**config.mk**
```make
export PLATFORM = sky130hd
export DESIGN_NAME = stream_arbiter
export DESIGN_NICKNAME = d
export VERILOG_FILES = /design/src/rtl/stream_arbiter.sv
export SDC_FILE = /design/constraint.sdc
export NUM_CORES = 1
export LEC_CHECK = 0
export BUFFER_PORTS_ARGS = -buffer_cell sky130_fd_sc_hd__clkbuf_2
export CORE_MARGIN = 3
export CORE_UTILIZATION = 55
export CTS_BUF_LIST = sky130_fd_sc_hd__clkbuf_8
export DETAILED_ROUTE_END_ITERATION = 8
export GPL_TIMING_DRIVEN = 0
export PLACE_DENSITY = 0.83
export SLEW_MARGIN = 10
export SYNTH_ARGS = -nofsm -noshare
export SYNTH_HDL_FRONTEND = slang
export SYNTH_SLANG_ARGS = --single-unit
```
**constraint.sdc**
```tcl
create_clock -name sys_clk -period 11 [get_ports sys_clk]
set_input_delay 1.65 -clock sys_clk [delete_from_list [all_inputs] [get_ports sys_clk]]
set_output_delay 1.65 -clock sys_clk [all_outputs]
set_load 0.01 [all_outputs]
```
**src/rtl/stream_arbiter.sv**
```systemverilog
// Packet-granular 2:1 round-robin merge of two Avalon-ST sources, each with its own line buffer.
// Define STREAM_ARB_STATS_EN to build the per-input packet counters; otherwise they read as 0.

package avln_pkg;
    typedef struct packed {
        logic [31:0] data;
        logic        sop;
        logic        eop;
        logic [1:0]  empty;
        logic        valid;
    } avln_st;

    typedef struct packed {
        logic [31:0] data;
        logic        sop;
        logic        eop;
        logic [1:0]  empty;
    } avln_line_t;
endpackage

module stream_arbiter
    import avln_pkg::*;
#(
    parameter int BUF_ADDR_W = 4
) (
    input  logic        sys_clk,
    input  logic        reset_n,
    input  avln_st      in0,
    input  avln_st      in1,
    output avln_st      out,
    input  logic        clr,
    output logic [1:0]  overflow,
    output logic [1:0]  frame_err,
    output logic [31:0] pkt_cnt0,
    output logic [31:0] pkt_cnt1
);

    localparam int DEPTH = 2 ** BUF_ADDR_W;
    localparam logic [BUF_ADDR_W:0]   FULL_CNT = (BUF_ADDR_W + 1)'(DEPTH);
    localparam logic [BUF_ADDR_W:0]   CNT_ONE  = (BUF_ADDR_W + 1)'(1);
    localparam logic [BUF_ADDR_W-1:0] PTR_ONE  = BUF_ADDR_W'(1);

    localparam logic [1:0] ST_IDLE = 2'd0;
    localparam logic [1:0] ST_GNT0 = 2'd1;
    localparam logic [1:0] ST_GNT1 = 2'd2;

    avln_st     in_vec [2];
    avln_line_t head   [2];
    logic [1:0] nonempty;
    logic [1:0] has_two;
    logic [1:0] next_sop;
    logic [1:0] sop_head;
    logic [1:0] pop;
    logic [1:0] ovf_set;
    logic [1:0] ferr_set;

    logic [1:0] state_reg;
    logic [1:0] state_next;
    logic       rr_reg;
    logic       emit;
    logic       emit_src;
    avln_line_t emit_line;
    logic       start_a;
    logic       start_a_src;
    logic       start_b;
    logic       start_b_src;

    avln_st     out_reg;
    logic [1:0] overflow_reg;
    logic [1:0] frame_err_reg;

    assign in_vec[0] = in0;
    assign in_vec[1] = in1;

    genvar gi;
    generate
        for (gi = 0; gi < 2; gi++) begin : g_buf
            avln_line_t            mem [DEPTH];
            logic [BUF_ADDR_W-1:0] wr_ptr_reg;
            logic [BUF_ADDR_W-1:0] rd_ptr_reg;
            logic [BUF_ADDR_W:0]   count_reg;
            logic                  wr_en;

            // Room is judged on the pre-edge count: a same-edge pop never frees a slot.
            assign wr_en       = in_vec[gi].valid && (count_reg != FULL_CNT);
            assign ovf_set[gi] = in_vec[gi].valid && (count_reg == FULL_CNT);

            always_ff @(posedge sys_clk) begin
                if (wr_en) begin
                    mem[wr_ptr_reg] <= '{data:  in_vec[gi].data,
                                         sop:   in_vec[gi].sop,
                                         eop:   in_vec[gi].eop,
                                         empty: in_vec[gi].empty};
                end
            end

            always_ff @(posedge sys_clk or negedge reset_n) begin
                if (!reset_n) begin
                    wr_ptr_reg <= '0;
                    rd_ptr_reg <= '0;
                    count_reg  <= '0;
                end else begin
                    if (wr_en) begin
                        wr_ptr_reg <= wr_ptr_reg + PTR_ONE;
                    end
                    if (pop[gi]) begin
                        rd_ptr_reg <= rd_ptr_reg + PTR_ONE;
                    end
                    case ({wr_en, pop[gi]})
                        2'b10:   count_reg <= count_reg + CNT_ONE;
                        2'b01:   count_reg <= count_reg - CNT_ONE;
                        default: count_reg <= count_reg;
                    endcase
                end
            end

            assign head[gi]     = mem[rd_ptr_reg];
            assign next_sop[gi] = mem[rd_ptr_reg + PTR_ONE].sop;
            assign nonempty[gi] = (count_reg != '0);
            assign has_two[gi]  = (count_reg > CNT_ONE);
            assign sop_head[gi] = nonempty[gi] && head[gi].sop;
        end
    endgenerate

    function automatic logic [1:0] gnt_state(input logic src);
        return src ? ST_GNT1 : ST_GNT0;
    endfunction

    always_comb begin
        pop         = '0;
        ferr_set    = '0;
        emit        = 1'b0;
        emit_src    = 1'b0;
        start_a     = 1'b0;
        start_a_src = 1'b0;
        start_b     = 1'b0;
        start_b_src = 1'b0;
        state_next  = state_reg;
        emit_line   = head[0];

        case (state_reg)
            ST_IDLE: begin
                for (int i = 0; i < 2; i++) begin
                    if (nonempty[i] && !head[i].sop) begin
                        pop[i]      = 1'b1;
                        ferr_set[i] = 1'b1;
                    end
                end
                // Grant and emit the sop line on the same edge to keep idle latency at one cycle.
                if (sop_head != 2'b00) begin
                    emit        = 1'b1;
                    emit_src    = (sop_head == 2'b11) ? rr_reg : sop_head[1];
                    start_a     = 1'b1;
                    start_a_src = emit_src;
                end
            end
            ST_GNT0: begin
                emit     = nonempty[0];
                emit_src = 1'b0;
            end
            ST_GNT1: begin
                emit     = nonempty[1];
                emit_src = 1'b1;
            end
            default: state_next = ST_IDLE;
        endcase

        if (emit) begin
            pop[emit_src] = 1'b1;
            emit_line     = head[emit_src];
            if (emit_line.eop) begin
                // Next grant is chosen on the eop edge so alternating packets stay gap-free.
                if (sop_head[~emit_src]) begin
                    start_b     = 1'b1;
                    start_b_src = ~emit_src;
                    state_next  = gnt_state(~emit_src);
                end else if (has_two[emit_src] && next_sop[emit_src]) begin
                    start_b     = 1'b1;
                    start_b_src = emit_src;
                    state_next  = gnt_state(emit_src);
                end else begin
                    state_next  = ST_IDLE;
                end
            end else begin
                state_next = gnt_state(emit_src);
            end
        end
    end

    always_ff @(posedge sys_clk or negedge reset_n) begin
        if (!reset_n) begin
            state_reg     <= ST_IDLE;
            rr_reg        <= 1'b0;
            out_reg       <= '0;
            overflow_reg  <= '0;
            frame_err_reg <= '0;
        end else begin
            state_reg <= state_next;
            if (start_b) begin
                rr_reg <= ~start_b_src;
            end else if (start_a) begin
                rr_reg <= ~start_a_src;
            end
            if (emit) begin
                out_reg <= '{data:  emit_line.data,
                             sop:   emit_line.sop,
                             eop:   emit_line.eop,
                             empty: emit_line.empty,
                             valid: 1'b1};
            end else begin
                out_reg <= '0;
            end
            // A set event on the same edge as clr takes priority.
            overflow_reg  <= (overflow_reg  & ~{2{clr}}) | ovf_set;
            frame_err_reg <= (frame_err_reg & ~{2{clr}}) | ferr_set;
        end
    end

    assign out       = out_reg;
    assign overflow  = overflow_reg;
    assign frame_err = frame_err_reg;

`ifdef STREAM_ARB_STATS_EN
    logic [31:0] pkt_cnt_vec [2];

    generate
        for (gi = 0; gi < 2; gi++) begin : g_stats
            logic [31:0] cnt_reg;
            logic [31:0] inc;

            // A one-line packet from IDLE can start two packets on one edge.
            assign inc = 32'(start_a && (start_a_src == 1'(gi)))
                       + 32'(start_b && (start_b_src == 1'(gi)));

            always_ff @(posedge sys_clk or negedge reset_n) begin
                if (!reset_n) begin
                    cnt_reg <= '0;
                end else begin
                    cnt_reg <= cnt_reg + inc;
                end
            end

            assign pkt_cnt_vec[gi] = cnt_reg;
        end
    endgenerate

    assign pkt_cnt0 = pkt_cnt_vec[0];
    assign pkt_cnt1 = pkt_cnt_vec[1];
`else
    assign pkt_cnt0 = '0;
    assign pkt_cnt1 = '0;
`endif

endmodule

```
==> reports/qor_table.md <==
| Item | Reported |
| --- | --- |
| Insertion delay to the later sink of the worst-skew pair | 0.85 ns |
| Cell class contributing the biggest share of worst-path delay | buffers and inverters |
| Worst path slowest cell | sky130_fd_sc_hd__clkbuf_1 |
| Total negative setup slack | 0 ns |
| Buf/Inv on CP | 4 |
| Ratio of final minimum period to clock period | 36.0% |
| Number of cells on the critical path | 7 |
| Post-synth design cell area | 47800 um^2 |
| Vias in the first global route | 26780 |
| Number of placed instances with taps included | 3725 |
| Worst-path fanout max | 10 |
| Worst hold path type | reg -> reg |
| Post-synth top area cell | sky130_fd_sc_hd__edfxtp_1 |
| Most area-consuming cells after synthesis | sky130_fd_sc_hd__edfxtp_1, sky130_fd_sc_hd__mux4_2, sky130_fd_sc_hd__dfrtp_1 |
| Layout Area Growth over Synthesis | 14.3% |
| Top cell type's share of synthesized area | 72.3% |
| Clock skew | 0.0498 ns |
| Overflow left after global routing | 0 |
| Total wire length after detailed routing | 118 mm |
| Hold Path Cell Cnt | 2 |
| Delay of the slowest cell on the worst path | 0.75 ns |
| Die footprint | 90500 um^2 |
| Clk sink count | 1222 |
| Post-synth EDFFs | 1152 |
| Flip-flop count of the largest register, all copies and words added | 1152 |
| Unrepaired setup endpoints after global routing | false |
| Maximum clock frequency | 0.252 GHz |
| Clock-pin slew on the worst setup and hold paths | 0.06 ns |
| Placed Instance Area | 51200 um^2 |
| Final Core Density | 63.8% |
| CP endpoint kind | register |
| Path type of the worst setup path | reg -> reg |
| Flip-flop and latch count after synthesis | 1222 |
| Total Power Consumption | 14400 uW |
| Worst IR Drop VDD | 0.136 mV |
| Setup crit start kind | register |
| Maximum level of the CTS H-tree | 4 |
| Number of vias per cell after detailed routing | 6.28 |
| Final Max Tran Viols | 0 |
| Clock buffer count from CTS | 181 |
| Nets | 2861 |
| Setup fix buffers added after clock tree synthesis | 0 |
| Total of max-cap violations | 0 |
| Leading cell type in the layout, fill and taps excluded | sky130_fd_sc_hd__edfxtp_1 |
| Count of cell types in the netlist | 54 |
| Hold buffers post-CTS | 0 |
| Mean post-synth cell area | 20.5 um^2 |
| Total routing usage reported by global routing | 26.3% |
| Register area | 36300 um^2 |
| LEAKAGE | 0.0188 uW |
| Die W | 301 um |
| Antenna violations before repair | 18 |
| Number of search-and-repair iterations in the first detailed-routing pass | 5 |
| Post-route ant nets | 0 |
| Ys flop type | sky130_fd_sc_hd__edfxtp_1 |
| Largest net degree at the start of global routing | 39 |
| Buffers added on ports | 117 |
| List of cells traversed by the critical path | buf_6 > clkbuf_1 > clkbuf_1 > clkbuf_1 > mux4_2 > o221ai_1 > o22ai_1 |
| Cell occurring most often along the worst timing path | sky130_fd_sc_hd__clkbuf_1 |
| Required time at the endpoint of the critical path | 11.64 ns |
| Count of cells along the worst register-to-register path | 7 |
| Number of hold violations in the final report | 0 |
| DRC errors left | 0 |
| Slew of the pin with the lowest slew margin | 1.12 ns |
| Share of synthesized registers carrying an async set or reset | 5.73% |
| Post-route design area | 54700 um^2 |
| Number of filler instances in the final layout | 5358 |
| DR vias | 25561 |
| Setup violations, final | 0 |
| Top Ports | 182 |
| Buffer type at the clock tree root | sky130_fd_sc_hd__clkbuf_8 |
| Result of the run | finished clean |
| Non-filler instance count after layout | 4070 |
| Ratio of cells with drive above 1 in the final layout | 29.8% |
| Fraction of the yosys area taken by sequential cells | 76.0% |
| Gate count after technology mapping | 2328 |
| Clock tree from TritonCTS | done |
| Wire length per cell | 29.1 um |
| Worst rel slew slack | 25.5% |
| Number of DRC violations after detailed-routing iteration 0 | 3319 |
| Data arrival time of the worst path | 4.61 ns |
| Yosys warns | 0 |
| Pwr per Cell Area | 264 nW/um^2 |
| Area of the placeable core | 85700 um^2 |
| Highest-count cells in the layout ignoring fill and taps | sky130_fd_sc_hd__edfxtp_1, sky130_fd_sc_hd__mux4_2, sky130_fd_sc_hd__clkbuf_8 |
| Gates resized, CTS repair | 0 |
| Die height | 301 um |
| Max Root-Sink Buffers | 3 |
| Effective utilization at floorplan | 55.8% |
| Final min period | 3.97 ns |
| Routability congestion estimate from global placement | 0.835 |
| Core Rows | 107 |
| First-pass GRT wire length | 172 mm |
| Multi-input combinational cell area | 10700 um^2 |
| Post-detail-place hpwl | 77.4 mm |
## report_power, final
part / leakage, uW / internal (uW) / total (uW) / switching, uW
Clock: 0.00196 / 1710 / 3440 / 1730
Combinational: 0.00559 / 2020 / 5110 / 3100
Sequential: 0.0113 / 5660 / 5860 / 196
Total: 0.0188 / 9390 / 14400 / 5020
## per-stage QoR
| step | worst slack, ns | hold WS [ns] |
|---|---|---|
| floorplan | 4.74 | 0.485 |
| global placement | 0.698 | 0.504 |
| detailed placement | 6.34 | 0.518 |
| CTS | 7.17 | 0.528 |
| global route | 6.99 | 0.556 |
| finish | 7.03 | 0.531 |
## synth_stat cells (all sizes together) (3+ instances only)
cell    count
clkbuf     58
and2       13
nand4       4
edfxtp   1152
xnor2      14
a21boi      3
nand2      91
o41ai       3
mux2i     118
a31oi       4
a22oi       5
nand4b      3
nand2b      4
o221ai     69
nor2b       4
o21ai      47
a21oi      45
nor2       33
ha         20
mux2       39
nor3        7
xor2       12
dfrtp      70
o22ai      36
mux4      258
nand3       9
buf       123
nor4        4
inv        58
## cell families after synthesis
logic type | after synthesis | synth area share (%)
flip-flops | 1222 | 76.0
AO/OA/AOI/OAI | 224 | 3.21
AND/OR/NAND/NOR | 181 | 1.72
XOR/XNOR | 26 | 0.476
other | 1 | 0.00784
adder cells (fa/ha/maj) | 20 | 0.523
buffers and inverters | 239 | 2.52
multiplexers | 415 | 15.6
## worst register-to-register path: stages, from the launching register on
cell and delay [ns]:
sky130_fd_sc_hd__dfrtp_1 0.37, sky130_fd_sc_hd__buf_6 0.16, sky130_fd_sc_hd__clkbuf_1 0.60, sky130_fd_sc_hd__clkbuf_1 0.76, sky130_fd_sc_hd__clkbuf_1 0.64, sky130_fd_sc_hd__mux4_2 0.43, sky130_fd_sc_hd__o221ai_1 0.52, sky130_fd_sc_hd__o22ai_1 0.29
## path summary, 6_finish.rpt
check                                        from  slack, ns     endpoint
max                        g_buf[0].rd_ptr_reg[1]       7.03      out[32]
max in group asynchronous                 reset_n       9.51      out[10]
min in group asynchronous                 reset_n       0.83      out[31]
max reg2reg                g_buf[0].rd_ptr_reg[1]       7.03      out[32]
min reg2reg                           overflow[0]       0.53  overflow[0]
min                                   overflow[0]       0.53  overflow[0]
## metal layers
layer | GRT usage, % | part of all wire, % | vias up
met5 | 0 | 0.045 | -
met2 | 44.2 | 51 | 1817
li1 | - | - | 10343
met4 | 12.3 | 4.3 | 10
met1 | 32.6 | 34 | 13040
met3 | 6.18 | 11 | 351
## area by class of cell
type	instances	share of cell area [%]
Inverter	58	0.398
Timing Repair Buffer	190	2.88
Multi-Input combinational cell	930	19.6
Clock inverter	133	1.22
Sequential cell	1222	66.5
Clock buffer	198	4.98
Buffer	181	1.81
Antenna cell	14	0.0641
Tap cell	1144	2.62
Power figures use the tool's default switching activity.
